`config.mk`:
```
export PLATFORM = sky130hd
export DESIGN_NAME = conv_encoder_packer
export DESIGN_NICKNAME = d
export VERILOG_FILES = /design/src/rtl/conv_pkg.sv /design/src/rtl/conv_enc_core.sv /design/src/rtl/conv_encoder_packer.sv
export SDC_FILE = /design/constraint.sdc
export NUM_CORES = 1
export LEC_CHECK = 0
export CAP_MARGIN = 10
export CORE_ASPECT_RATIO = 1.4
export CORE_MARGIN = 2
export CORE_UTILIZATION = 55
export DETAILED_ROUTE_END_ITERATION = 8
export DONT_BUFFER_PORTS = 1
export MAX_ROUTING_LAYER = met4
export PLACE_DENSITY = 0.79
export SKIP_LAST_GASP = 1
export SLEW_MARGIN = 40
export SYNTH_ARGS = -nofsm -noshare
export SYNTH_HDL_FRONTEND = slang
export SYNTH_SLANG_ARGS = --single-unit
```
`constraint.sdc`:
```
create_clock -name clk -period 7 [get_ports clk]
set_clock_uncertainty 0.15 [all_clocks]
set_input_delay 1.4 -clock clk [delete_from_list [all_inputs] [get_ports clk]]
set_output_delay 1.4 -clock clk [all_outputs]
set_load 0.01 [all_outputs]
```
`src/rtl/conv_pkg.sv`:
```
// Shared constants, FSM states and packing helpers for the rate-1/2 encoder.
// Holds default generator polynomials per constraint length (octal).
package conv_pkg;

    localparam int K_MAX = 7;
    localparam int M_MAX = K_MAX - 1;

    // Default generator pairs (G0/G1, octal) for the common lengths.
    localparam int G0_K3 = 'o7;
    localparam int G1_K3 = 'o5;
    localparam int G0_K5 = 'o23;
    localparam int G1_K5 = 'o35;
    localparam int G0_K7 = 'o171;
    localparam int G1_K7 = 'o133;

    // Four 2-bit symbols per byte, s0 in [1:0] .. s3 in [7:6].
    localparam int SYM_W      = 2;
    localparam int SYMS_PER_B = 4;

    typedef enum logic [2:0] {
        S_IDLE,
        S_ENC,
        S_WAIT,
        S_TAIL,
        S_FLUSH,
        S_DRAIN
    } state_e;

    // Place a symbol into its slot of a packed byte.
    function automatic logic [7:0] place_sym(
        input logic [1:0] sym,
        input logic [1:0] slot
    );
        logic [7:0] v;
        v = {6'd0, sym};
        return v << {slot, 1'b0};
    endfunction

endpackage

```
`src/rtl/conv_enc_core.sv`:
```
// Combinational encoder step: state + input bit -> 2-bit symbol + next state.
// Ports: state_i/bit_i in, sym_o {g0,g1} and state_o out.
module conv_enc_core
    import conv_pkg::*;
#(
    parameter int K      = 5,
    parameter int G0_OCT = 'o23,
    parameter int G1_OCT = 'o35
) (
    input  logic [K_MAX-2:0] state_i,
    input  logic             bit_i,
    output logic [1:0]       sym_o,
    output logic [K_MAX-2:0] state_o
);

    localparam int RM = (1 << K) - 1;
    localparam int SM = (1 << (K - 1)) - 1;

    localparam logic [K_MAX-1:0] R_MASK = RM[K_MAX-1:0];
    localparam logic [K_MAX-2:0] S_MASK = SM[K_MAX-2:0];
    localparam logic [K_MAX-1:0] G0     = G0_OCT[K_MAX-1:0] & R_MASK;
    localparam logic [K_MAX-1:0] G1     = G1_OCT[K_MAX-1:0] & R_MASK;

    logic [K_MAX-1:0] r;

    always_comb begin
        // r[K-1] is the oldest bit, r[0] the new one.
        r       = {state_i, bit_i} & R_MASK;
        sym_o   = {^(r & G0), ^(r & G1)};
        // Bits above M stay zero so shorter K reuse the K_MAX state.
        state_o = {state_i[K_MAX-3:0], bit_i} & S_MASK;
    end

endmodule

```
`src/rtl/conv_encoder_packer.sv`:
```
// Rate-1/2 convolutional encoder with tail insertion and symbol packing.
// Ports: byte input (in_*) valid/ready, packed symbol output (sym_*), busy, frame_done.
module conv_encoder_packer
    import conv_pkg::*;
#(
    parameter int K      = 5,
    parameter int G0_OCT = 'o23,
    parameter int G1_OCT = 'o35
) (
    input  logic       clk,
    input  logic       rst,
    input  logic [7:0] in_data,
    input  logic       in_valid,
    input  logic       in_last,
    input  logic [3:0] in_nbits,
    output logic       in_ready,
    output logic [7:0] sym_data,
    output logic       sym_valid,
    output logic       sym_last,
    input  logic       sym_ready,
    output logic       busy,
    output logic       frame_done
);

    localparam int M = K - 1;

    state_e           st_q, st_d;
    logic [K_MAX-2:0] sr_q, sr_d;
    logic [7:0]       shf_q, shf_d;
    logic [3:0]       cnt_q, cnt_d;
    logic             last_q, last_d;
    logic [7:0]       acc_q, acc_d;
    logic [1:0]       slot_q, slot_d;
    logic [7:0]       out_q, out_d;
    logic             ovld_q, ovld_d;
    logic             olast_q, olast_d;
    logic             rdy_q, rdy_d;
    logic             busy_q, busy_d;
    logic             done_q, done_d;

    logic             enc_bit;
    logic [1:0]       sym;
    logic [K_MAX-2:0] sr_nxt;
    logic             in_fire, out_fire, room, emit, step, fin;
    logic [3:0]       nb;

    conv_enc_core #(
        .K      (K),
        .G0_OCT (G0_OCT),
        .G1_OCT (G1_OCT)
    ) u_core (
        .state_i (sr_q),
        .bit_i   (enc_bit),
        .sym_o   (sym),
        .state_o (sr_nxt)
    );

    always_comb begin
        in_fire  = in_valid && rdy_q;
        out_fire = ovld_q && sym_ready;
        room     = !ovld_q || sym_ready;
        enc_bit  = (st_q == S_ENC) && shf_q[0];
        emit     = (st_q == S_ENC) || (st_q == S_TAIL);
        // Only the 4th symbol needs the output register; others never stall.
        step     = emit && ((slot_q != 2'd3) || room);
        nb       = (in_last && in_nbits != 4'd0 && in_nbits <= 4'd8)
                 ? in_nbits : 4'd8;
        fin      = 1'b0;

        st_d    = st_q;
        sr_d    = sr_q;
        shf_d   = shf_q;
        cnt_d   = cnt_q;
        last_d  = last_q;
        acc_d   = acc_q;
        slot_d  = slot_q;
        out_d   = out_q;
        ovld_d  = ovld_q;
        olast_d = olast_q;

        if (out_fire) begin
            ovld_d  = 1'b0;
            olast_d = 1'b0;
        end

        if (step) begin
            sr_d  = sr_nxt;
            cnt_d = cnt_q - 4'd1;
            shf_d = shf_q >> 1;
            if (slot_q == 2'd3) begin
                out_d   = acc_q | place_sym(sym, slot_q);
                ovld_d  = 1'b1;
                // Last tail symbol filling a byte makes it the final byte.
                olast_d = (st_q == S_TAIL) && (cnt_q == 4'd1);
                acc_d   = 8'd0;
                slot_d  = 2'd0;
            end else begin
                acc_d  = acc_q | place_sym(sym, slot_q);
                slot_d = slot_q + 2'd1;
            end
        end

        unique case (st_q)
            S_IDLE, S_WAIT: begin
                if (in_fire) begin
                    shf_d  = in_data;
                    cnt_d  = nb;
                    last_d = in_last;
                    st_d   = S_ENC;
                end
            end
            S_ENC: begin
                if (step && cnt_q == 4'd1) begin
                    if (last_q) begin
                        st_d  = S_TAIL;
                        cnt_d = M[3:0];
                    end else begin
                        st_d = S_WAIT;
                    end
                end
            end
            S_TAIL: begin
                if (step && cnt_q == 4'd1) begin
                    st_d = S_FLUSH;
                end
            end
            S_FLUSH: begin
                if (slot_q == 2'd0) begin
                    // Final byte already sits in the output register.
                    if (out_fire) begin
                        fin = 1'b1;
                    end else begin
                        st_d = S_DRAIN;
                    end
                end else if (room) begin
                    out_d   = acc_q;
                    ovld_d  = 1'b1;
                    olast_d = 1'b1;
                    acc_d   = 8'd0;
                    slot_d  = 2'd0;
                    st_d    = S_DRAIN;
                end
            end
            S_DRAIN: begin
                if (out_fire) begin
                    fin = 1'b1;
                end
            end
            default: st_d = S_IDLE;
        endcase

        if (fin) begin
            st_d = S_IDLE;
            sr_d = '0;
        end
        done_d = fin;
        rdy_d  = (st_d == S_IDLE) || (st_d == S_WAIT);
        busy_d = (st_d != S_IDLE);
    end

    always_ff @(posedge clk) begin
        if (rst) begin
            st_q    <= S_IDLE;
            sr_q    <= '0;
            shf_q   <= 8'd0;
            cnt_q   <= 4'd0;
            last_q  <= 1'b0;
            acc_q   <= 8'd0;
            slot_q  <= 2'd0;
            out_q   <= 8'd0;
            ovld_q  <= 1'b0;
            olast_q <= 1'b0;
            rdy_q   <= 1'b1;
            busy_q  <= 1'b0;
            done_q  <= 1'b0;
        end else begin
            st_q    <= st_d;
            sr_q    <= sr_d;
            shf_q   <= shf_d;
            cnt_q   <= cnt_d;
            last_q  <= last_d;
            acc_q   <= acc_d;
            slot_q  <= slot_d;
            out_q   <= out_d;
            ovld_q  <= ovld_d;
            olast_q <= olast_d;
            rdy_q   <= rdy_d;
            busy_q  <= busy_d;
            done_q  <= done_d;
        end
    end

    assign in_ready   = rdy_q;
    assign sym_data   = out_q;
    assign sym_valid  = ovld_q;
    assign sym_last   = olast_q;
    assign busy       = busy_q;
    assign frame_done = done_q;

endmodule

```
### Word-level counts from Yosys, hierarchy flattened

Index checks and enable logic that the tools add are counted.

* flip-flop bits (word level): 43
* bits of input ports: 17
* output and inout port bits: 13
* word-level logic and storage cells: 98

* add/subtract/negate cells: 2
* order comparisons: 1
* equal/unequal tests: 9
* shifts and indexed selects: 1
* mux-type cells: 48
* bitwise operators: 1
* reduce and logical (&&, ||, !) cells: 23

Operator list (number)
* 2-to-1 mux 8 bit: 13
* 2-to-1 mux 3 bit: 7
* 2-to-1 mux 4 bit: 5
* 2-to-1 mux 1 bit: 15
* one-hot mux 3 bit (5 select lines): 1
* parity 7 bit: 2
* 2-to-1 mux 2 bit: 5
* equality test 3 x 2 -> 1 bit, second input constant: 3
* logical AND 1 bit: 8
* OR 8 bit: 1
* one-hot mux 4 bit (2 select lines): 1
* << shifter 2 x 3 -> 8 bit: 1
* equality test 3 bit, second input constant: 2
* logical NOT 3 bit: 2
* equality test 4 x 1 -> 1 bit, second input constant: 1
* less-or-equal comparator 4 bit, second input constant: 1
* logical OR 1 bit: 4
* nonzero test 4 bit: 1
* OR reduction 2 bit: 2
* subtractor 4 x 1 -> 4 bit, second input constant: 1
* equality test 3 x 1 -> 1 bit, second input constant: 1
* nonzero test 3 bit: 1
* adder 2 x 1 -> 2 bit, second input constant: 1
* equality test 2 bit, second input constant: 1
* other kinds (5): 5

### Depth between registers and ports, before layout

Gate-level depths: netlist of run 1.

* depth in word-level cells: 10
* mapped depth: 7
* depth with buffers taken out: 6

### Hierarchy

From an unflattened synthesis of run 1, not the netlist that was laid out.

* cells, all modules: 260
* area total of the unflattened synthesis: 2174.6 µm²

By module, submodules not included
* conv_encoder_packer: instances 1, cells an instance 249, area each 2083.2 µm²
* conv_enc_core: instances 1, cells an instance 11, area each 91.3 µm²

### Worst setup path after synthesis of run 1

No wires, ideal clock.

* path type: input -> register
* start: input in_valid
* end: register shf_q[0]
* library setup time: 0.091 ns
* arrival time: 2.463 ns
* setup slack: 4.297 ns
* stages: 6
* buffers on the path: 2
* path through: and3b_2 -> nand2b_1 -> clkbuf_1 -> clkbuf_1 -> nor2_1 -> a311oi_1

* cells in the longest elaborated chain, start to end: 3

RTL lines
* start, declared: line conv_encoder_packer.sv:13 `input logic in_valid,`
* logical AND 1 bit: line conv_encoder_packer.sv:59 `in_fire = in_valid && rdy_q;`
* 2-to-1 mux 8 bit: line conv_encoder_packer.sv:105 `if (in_fire) begin`
* 2-to-1 mux 8 bit: line conv_encoder_packer.sv:103 `unique case (st_q)`
* end signal, assigned: line conv_encoder_packer.sv:165 `shf_q <= 8'd0;`
* end signal, assigned: line conv_encoder_packer.sv:179 `shf_q <= shf_d;`
* end, declared: line conv_encoder_packer.sv:29 `logic [7:0] shf_q, shf_d;`

Every way passes these cells.
A chain may end at the register's enable or synchronous reset.

### Worst setup path in the final report of run 1

* start: input sym_ready
* end: register rdy_q, in the netlist in_ready

* cells in the longest elaborated chain, start to end: 9
* elaborated cells between the ends (all ways): 18
* classes of those cells: 1 x eq/ne; 10 x mux; 7 x reduce/logical

RTL lines
* start, declared: line conv_encoder_packer.sv:20 `input logic sym_ready,`
* logical OR 1 bit: line conv_encoder_packer.sv:61 `room = !ovld_q || sym_ready;`
* logical OR 1 bit: line conv_encoder_packer.sv:65 `step = emit && ((slot_q != 2'd3) || room);`
* logical AND 1 bit: line conv_encoder_packer.sv:65
* logical AND 1 bit: line conv_encoder_packer.sv:113, conv_encoder_packer.sv:123
* 2-to-1 mux 3 bit (on tied branches): line conv_encoder_packer.sv:123, conv_encoder_packer.sv:113
* one-hot mux 3 bit (5 select lines): line conv_encoder_packer.sv:103
* 2-to-1 mux 3 bit (*): line conv_encoder_packer.sv:152 `if (fin) begin`
* equality test 3 x 2 -> 1 bit or logical NOT 3 bit (tied branches): line conv_encoder_packer.sv:157 `rdy_d = (st_d == S_IDLE) || (st_d == S_WAIT);`
* logical OR 1 bit (*): line conv_encoder_packer.sv:157
* end signal, assigned: line conv_encoder_packer.sv:187 `rdy_q <= rdy_d;`
* end, declared: line conv_encoder_packer.sv:37 `logic rdy_q, rdy_d;`

Mark *: on every way between the ends. The rest lies on a longest branch, timed or not.

==> results of run 1 <==
## cells by family after synthesis
logic type,count (synthesis),synth area share
compound gates,65,0.213
xor+xnor,7,0.0360
fa+ha+maj,4,0.0240
buf+inv,18,0.0378
flops,43,0.413
mux,6,0.0288
simple gates,95,0.247
## routing by layer
layer	vias to the layer above	part of all wire
li1	865	-
met1	818	0.42
met2	48	0.50
met3	7	0.051
met4	0	0.022
met5	-	0
## state kept, by name, indices dropped and copies added (netlist names), 2 cells and up
| signal | count |
|---|---|
| sym_data | 8 |
| sr_q | 4 |
| shf_q | 8 |
| acc_q | 8 |
| st_q | 3 |
| cnt_q | 4 |
| slot_q | 2 |
## synthesized netlist by cell type, types with 3 or more instances
library cell  number  area [um2]
o21ai_0            6        30.0
inv_1              6        22.5
a31oi_1            4        25.0
xnor2_1            6        52.6
nand2b_1          10        62.6
clkbuf_1           7        26.3
nand2_1           31         116
a32oi_1            3        26.3
a311oi_1           8        70.1
o22ai_1            4        25.0
buf_2              3        15.0
a21oi_1           24         120
mux2i_1            6        60.1
nand3b_1           4        30.0
dfxtp_1           43         861
nor3_1             8        40.0
o221ai_1           5        43.8
ha_1               4        50.1
nor2_1            23        86.3
nand3_1            3        15.0
## layout make-up
type | count | share of cell area
Sequential cell | 43 | 0.395
Inverter | 7 | 0.0121
Clock inverter | 2 | 0.00575
Multi-Input combinational cell | 177 | 0.529
Clock buffer | 6 | 0.0333
Tap cell | 42 | 0.0241
## power by group
part | switching (uW) | internal, uW | total, uW
sequential | 15.3 | 258 | 273
combinational | 42.7 | 29.4 | 72.1
clock | 83.2 | 69.7 | 153
total | 141 | 357 | 498
## per-stage QoR
stage	std cells	power (uW)	utilization	worst slack, ns
after floorplan	238	338	-	4.30
after global placement	269	348	0.572	4.01
after detailed placement	269	350	0.574	4.24
after CTS	277	502	0.598	4.56
after global routing	277	522	0.598	4.42
final	277	498	0.598	4.54
## tightest hold or removal path: stages (launching register included)
cell and delay, ns:
dfxtp_1 0.31, nand3_1 0.06, a21oi_1 0.06
## worst paths after layout
check	to	slack, ns
setup / recovery	in_ready	4.54
hold reg to reg	shf_q[7]	0.31
hold / removal	shf_q[7]	0.31
setup reg to reg	sym_data[4]	4.65
==> metrics, run 1 <==
status finished clean; Routed Antenna Nets 0; WP data arrival between 2 and 3 ns; vias in the first global route around 1,700; Slew Limit Fails 0; post-synthesis sequential area ratio 0.413; Core Area 3640 um2; postcts setup bufs 0; root buffer cell clkbuf_8; Syn Std Cell Area approximately 2100 um2; Hold Path Origin shf_q[7]; Clock Sinks 43; largest net degree at the start of global routing 22; CP bufs+invs 0; Antenna Cells 0; GRT Residual Overflow 0; DP Wirelength approximately 3200 um; slew margin rel. 0.554; row count 26; Worst path max stage delay approximately 0.44 ns; # nets final 255; routed wire length between 4000 and 5000 um; Final period util 0.352; full die area 4310 um2; crit path cell chain and3b_4 > nor4_2 > nand2_1 > a221o_1; Reg clk slew, reported paths roughly 0.08 ns; cts hold-fix bufs 0; Worst setup SP type input port; CP Capture Type flip-flop; Req. time, crit path about 7 ns; Peak Freq about 410 MHz; latest clock arrival within the worst-skew pair approximately 0.30 ns; area delta synth->final 4.44%; FF-to-FF path depth 6; number of detailed-route iterations in the first pass 4; RePlAce Congestion around 0.87; Yosys reg bits 43; ratio of cells with drive above 1 in the final layout 0.0809; RSZ-0062 raised after global routing no; final setup TNS 0 ns; Leak about 0.0007 uW; Initial Utilization 0.572; cell count along the critical path 4; worst hold path depth 2; TritonCTS Buffers 5; Syn Inst Count between 200 and 250; Register Area 861 um2; Detailed Route Iter0 Violations 73; syn_nets 259; Port Buffers 0; grt met2 use 0.379; htree depth 2; area of the multi-input gates 1150 um2; ys async rst share 0; routed length per instance between 15 and 20 um; CP delay by family, top simple AND/OR/NAND/NOR gates; Yosys cell types between 40 and 50; Final Critical Period roughly 2.5 ns; DIE WIDTH between 50 and 60 um; final setup fails 0; number of synthesized flops with an enable pin 0; placed cell area between 2000 and 2500 um2; final-report hold violation count 0; WHS 0.313 ns; PwrDens about 230 nW/um2; Ports 30; Crit Path Max Fanout 7; Main synth FF type dfxtp_1; clk buf depth 2; Via-to-Cell Ratio around 6.3; first-pass GRT wire length 7680 um; # resized after CTS 0; Reg-to-Reg Start slot_q[0]; Avg Cell Area, Syn just under 9 um2; GR peak layer met2; fillers around 340; CTS tree built; total number of vias about 1,700; most frequent cells in the layout dfxtp_1 (43), nand2_1 (31), a21oi_1 (24), nor2_1 (22), nand2b_1 (10); Max Cap Viol 0; most common cell after layout, fill and taps aside dfxtp_1; measured slew at the worst slew-check pin ~0.66 ns; design area between 2000 and 2500 um2; Die Y slightly below 80 um; GRT Total Usage 0.231; Setup Crit Path Kind in -> reg; Setup crit start sym_ready; # DRC 0; YS warnings 0; initial antenna violation count 0; grt met3 use 0.0523; Crit-path slowest cell nor4_2; Hold WC Path Type reg -> reg; Peak VDD IR between 0.15 and 0.2 mV; met1 Use GR 0.265
Power figures use the tool's default switching activity.
==> run 2: changes to the inputs <==
clock period = 2.6 ns   (was 7 ns; I/O delays follow)
==> run 2 against run 1 <==
Count of clock-buffer cells in the layout down 1. Worst hold slack worse by 0.19 ns. Non-clock buffer count up 5. First-iteration DRC count up 22%. Global-route usage down 0.19 points. Critical path type is now reg -> reg. Largest cell class unchanged.
==> metrics, run 2 (synthesized netlist as in run 1, its figures left out) <==
full die area about 4300 um2; status finished clean; postcts setup bufs 0; Setup crit start slot_q[0]; RSZ-0062 raised after global routing no; area of the multi-input gates between 1000 and 1500 um2; Crit Path Max Fanout 9; cts hold-fix bufs 0; largest net degree at the start of global routing 22; grt met3 use 0.0573; PwrDens just over 600 nW/um2; most common cell after layout, fill and taps aside dfxtp_1; r2r setup slk approximately 0.32 ns; first-pass GRT wire length slightly below 8000 um; latest clock arrival within the worst-skew pair just over 0.3 ns; met1 Use GR 0.249; Clock Sinks 43; vias in the first global route approximately 1,700; root buffer cell clkbuf_8; routed length per instance roughly 16 um; WP data arrival around 2.3 ns; Peak VDD IR around 0.5 mV; Final period util 0.877; worst hold path depth 1; Setup Crit Path Kind reg -> reg; routed wire length ~4600 um; fillers roughly 310; Port Buffers 0; Die Y just under 80 um; Hold EP shf_q[7]; # resized after CTS 0; Routed Antenna Nets 0; GRT Residual Overflow 0; initial antenna violation count 0; clk buf depth 2; GR peak layer met2; number of detailed-route iterations in the first pass 4; Crit-path slowest cell or4b_4; ratio of cells with drive above 1 in the final layout 0.0958; # nets final 260; DIE WIDTH approximately 56 um; Final Critical Period approximately 2.3 ns; FF-to-FF path depth 6; final setup TNS 0 ns; final setup fails 0; Worst setup SP type flip-flop; grt met2 use 0.392; Reg clk slew, reported paths about 0.090 ns; Reg2Reg Capture Point sym_data[6]; area delta synth->final 6.24%; RePlAce Congestion 0.884; Core Area 3640 um2; Peak Freq between 400 and 500 MHz; Via-to-Cell Ratio 6.31; GRT Total Usage 0.230; crit path cell chain inv_1 > ha_1 > or4b_4 > a21oi_4 > mux2i_1 > o22ai_1; CP Capture Type flip-flop; Reg-to-Reg Start slot_q[0]; Req. time, crit path between 2 and 3 ns; final core occ 0.608; Max Cap Viol 0; slew margin rel. 0.601; row count 26; Leak 0.000722 uW; total number of vias ~1,800; Register Area 861 um2; Initial Utilization 0.572; most frequent cells in the layout dfxtp_1 (43), nand2_1 (31), a21oi_1 (24), nor2_1 (23), nand2b_1 (10); # DRC 0; TritonCTS Buffers 5; Detailed Route Iter0 Violations a little under 90; Worst path max stage delay between 0.5 and 0.6 ns; CTS tree built; htree depth 2; DP Wirelength between 3000 and 4000 um; Ports 30; Slew Limit Fails 0; final-report hold violation count 0; Antenna Cells 0; measured slew at the worst slew-check pin ~0.6 ns; Hold WC Path Type in -> reg; Hold Path Origin rst
==> run 2: how the worst max path moves through the flow <==
stage,cells past startpoint,slack (ns),endpoint
after floorplan,7,0.39,sym_data[0]
after global placement,6,0.39,sym_data[2]
after detailed placement,6,0.34,sym_data[6]
after CTS,6,0.32,sym_data[6]
after global routing,6,0.19,acc_q[1]
final,6,0.32,sym_data[6]
==> run 2: layout make-up <==
class | instances | share of cell area
Tap cell | 42 | 0.0237
Clock inverter | 3 | 0.0107
Sequential cell | 43 | 0.389
Clock buffer | 5 | 0.0311
Multi-Input combinational cell | 177 | 0.517
Inverter | 7 | 0.0119
Timing Repair Buffer | 5 | 0.0169
==> run 2: layer usage <==
metal	part of all wire	wire length, um
met1	0.40	1850
met2	0.53	2420
met3	0.050	231
met4	0.021	95
met5	0	0
==> run 2: report_power, final <==
group	switching [uW]	total, uW	internal (uW)	leakage, uW
logic	115	202	87.8	0.000331
registers	40.5	735	695	0.000350
clock network	251	443	192	0.0000408
==> run 2: critical path: cells and delay by family (launching register included) <==
family          cells  cell delay [ns]
mux                 1             0.23
fa+ha+maj           1             0.26
flops               1             0.47
simple gates        1             0.57
buf+inv             1             0.10
compound gates      2             0.39
==> run 2: stage by stage <==
stage | cells | hold WS, ns | total power, uW | setup WS (ns) | cell area, um2
final | 282 | 0.119 | 1380 | 0.321 | 2210
after global routing | 282 | 0.107 | 1440 | 0.189 | 2210
after CTS | 282 | 0.120 | 1380 | 0.321 | 2210
after detailed placement | 274 | 0.316 | 953 | 0.335 | 2120
after global placement | 274 | 0.302 | 947 | 0.394 | 2120
after floorplan | 238 | 0.298 | 911 | 0.387 | 2080
==> run 3: changes to the inputs <==
ABC_AREA = 1   (was not set)
==> run 3 against run 2 <==
Sequential power up 1%. Die area up 7.3%. Clock power up 22%. Final cell count up 31%. Sequential share of layout area down 2.7 points. Worst hold slack better by 0.0046 ns.
==> metrics, run 3 <==
status finished clean; Final Critical Period 2.12 ns; full die area roughly 4600 um2; final setup TNS 0 ns; Avg Cell Area, Syn 6.89 um2; top cell type's share of synthesized area 0.383; Yosys cell types 33; Ports 30; Slew Limit Fails 0; row count 27; Post-Synth Adder-Cell Area 0.0223; Synth top cells by count nand2_1 (75), inv_1 (52), dfxtp_1 (43); Req. time, crit path between 2 and 3 ns; top-count cell post-synth nand2_1; DP Wirelength between 3000 and 4000 um; Synth Area in Simple Gates 0.290; WL met2 2360 um; latest clock arrival within the worst-skew pair around 0.30 ns; GRT Total Usage 0.230; Die Y 79.6 um; Yosys reg bits 43; first-pass GRT wire length 8120 um; TritonCTS Buffers 5; met3 wire len roughly 160 um; Reg clk slew, reported paths 0.08 ns; DIE WIDTH 58.0 um; Initial Utilization 0.573; # nets final 346; area delta synth->final 5.90%; Final period util 0.814; ys async rst share 0; Antenna Cells 0; ratio of cells with drive above 1 in the final layout 0.0859; Setup Crit Path Kind reg -> reg; CP Capture Type flip-flop; Via-to-Cell Ratio approximately 5.3; Syn Std Cell Area 2250 um2; initial antenna violation count 0; CTS tree built; final-report hold violation count 0; root buffer cell clkbuf_8; slew margin rel. 0.655; RePlAce Congestion 0.861; Detailed Route Iter0 Violations about 140; syn_nets between 300 and 400; most common cell after layout, fill and taps aside nand2_1; YS warnings 0; htree depth 2; RSZ-0062 raised after global routing no; Port Buffers 0; routed length per instance 12.4 um; met1 WL between 1500 and 2000 um; largest net degree at the start of global routing 25; final setup fails 0; GRT Residual Overflow 0; Clock Sinks 43; # resized after CTS 0; postcts setup bufs 0; WP data arrival between 2 and 2.5 ns; largest family of logic cells by synthesized area simple AND/OR/NAND/NOR gates; Syn Inst Count around 330; Synth Area in Compound Gates 0.177; clk buf depth 2; Leak 0.00115 uW; top post-synthesis cells by area dfxtp_1 (38%), nand2_1 (13%), inv_1 (8.7%), o21ai_0 (7.8%), a21oi_1 (4.7%); Max Cap Viol 0; Worst setup SP type flip-flop; Routed Antenna Nets 0; Peak Freq between 400 and 500 MHz; vias in the first global route 1,929; total number of vias around 2,000; top layer in use met4; Post-Synth XOR/XNOR Area 0.0156; Core Area between 3000 and 4000 um2; Main synth FF type dfxtp_1; measured slew at the worst slew-check pin approximately 0.52 ns; Hold WC Path Type in -> reg; Pwr Total 1600 uW; most frequent cells in the layout nand2_1 (75), inv_1 (52), dfxtp_1 (43), o21ai_0 (35), a21oi_1 (21); routed wire length ~4600 um; # DRC 0; cell taking the most area after synthesis dfxtp_1; number of synthesized flops with an enable pin 0; number of detailed-route iterations in the first pass 4; mux cell area share after synthesis 0; PwrDens between 600 and 700 nW/um2; cts hold-fix bufs 0; Crit Path Max Fanout 18; post-synthesis sequential area ratio 0.383; Peak VDD IR around 0.51 mV
run 3: through the flow:
step                      area, um2   util  std cells  setup WS [ns]  hold WS (ns)
final                          2380  0.607        369          0.484         0.123
after global routing           2380  0.607        369          0.208         0.114
after CTS                      2380  0.607        369          0.482         0.119
after detailed placement       2260  0.577        361          0.500         0.321
after global placement         2260  0.577        361          0.602         0.302
after floorplan                2250      -        326          0.897         0.289
run 3: per-layer routing:
layer / track usage / vias to the layer above
met4: 0.0884 / 0
met5: - / -
met1: 0.255 / 890
met3: 0.0454 / 9
li1: - / 1033
met2: 0.400 / 40
run 3: power by group:
part	switching, uW	total (uW)	internal [uW]
Sequential	37.1	745	708
Clock	231	542	311
Combinational	206	313	108
Total	474	1600	1130
run 3: kinds of logic (layout without fill, tap and decap cells):
kind of cell / after synthesis / in the layout
simple gates: 139 / 139
buf+inv: 64 / 64
fa+ha+maj: 4 / 4
xor+xnor: 4 / 4
flops: 43 / 43
compound gates: 72 / 72
run 3: critical path, cell delays in order (launching register included):
cell and delay [ns]:
dfxtp_1 0.42, inv_1 0.14, ha_1 0.22, nor2_1 0.23, nand3_2 0.31, nand2_1 0.20
inv_1 0.14, and3_1 0.21
run 3: layout make-up:
cell class              count  area, um2
repair buffers              1       7.51
multi-input cells         219       1130
flip-flops and latches     43        861
inverters                  55        206
clock buffers               6       82.6
fillers                   367       1540
clock inverters             2       35.0
well taps                  43       53.8
run 3: final timing paths:
check,from,to,slack [ns],depth (start not counted)
setup / recovery,slot_q[1],acc_q[6],0.48,7
hold / removal,rst,st_q[0],0.12,1
setup reg to reg,slot_q[1],acc_q[6],0.48,7
hold reg to reg,last_q,last_q,0.33,2
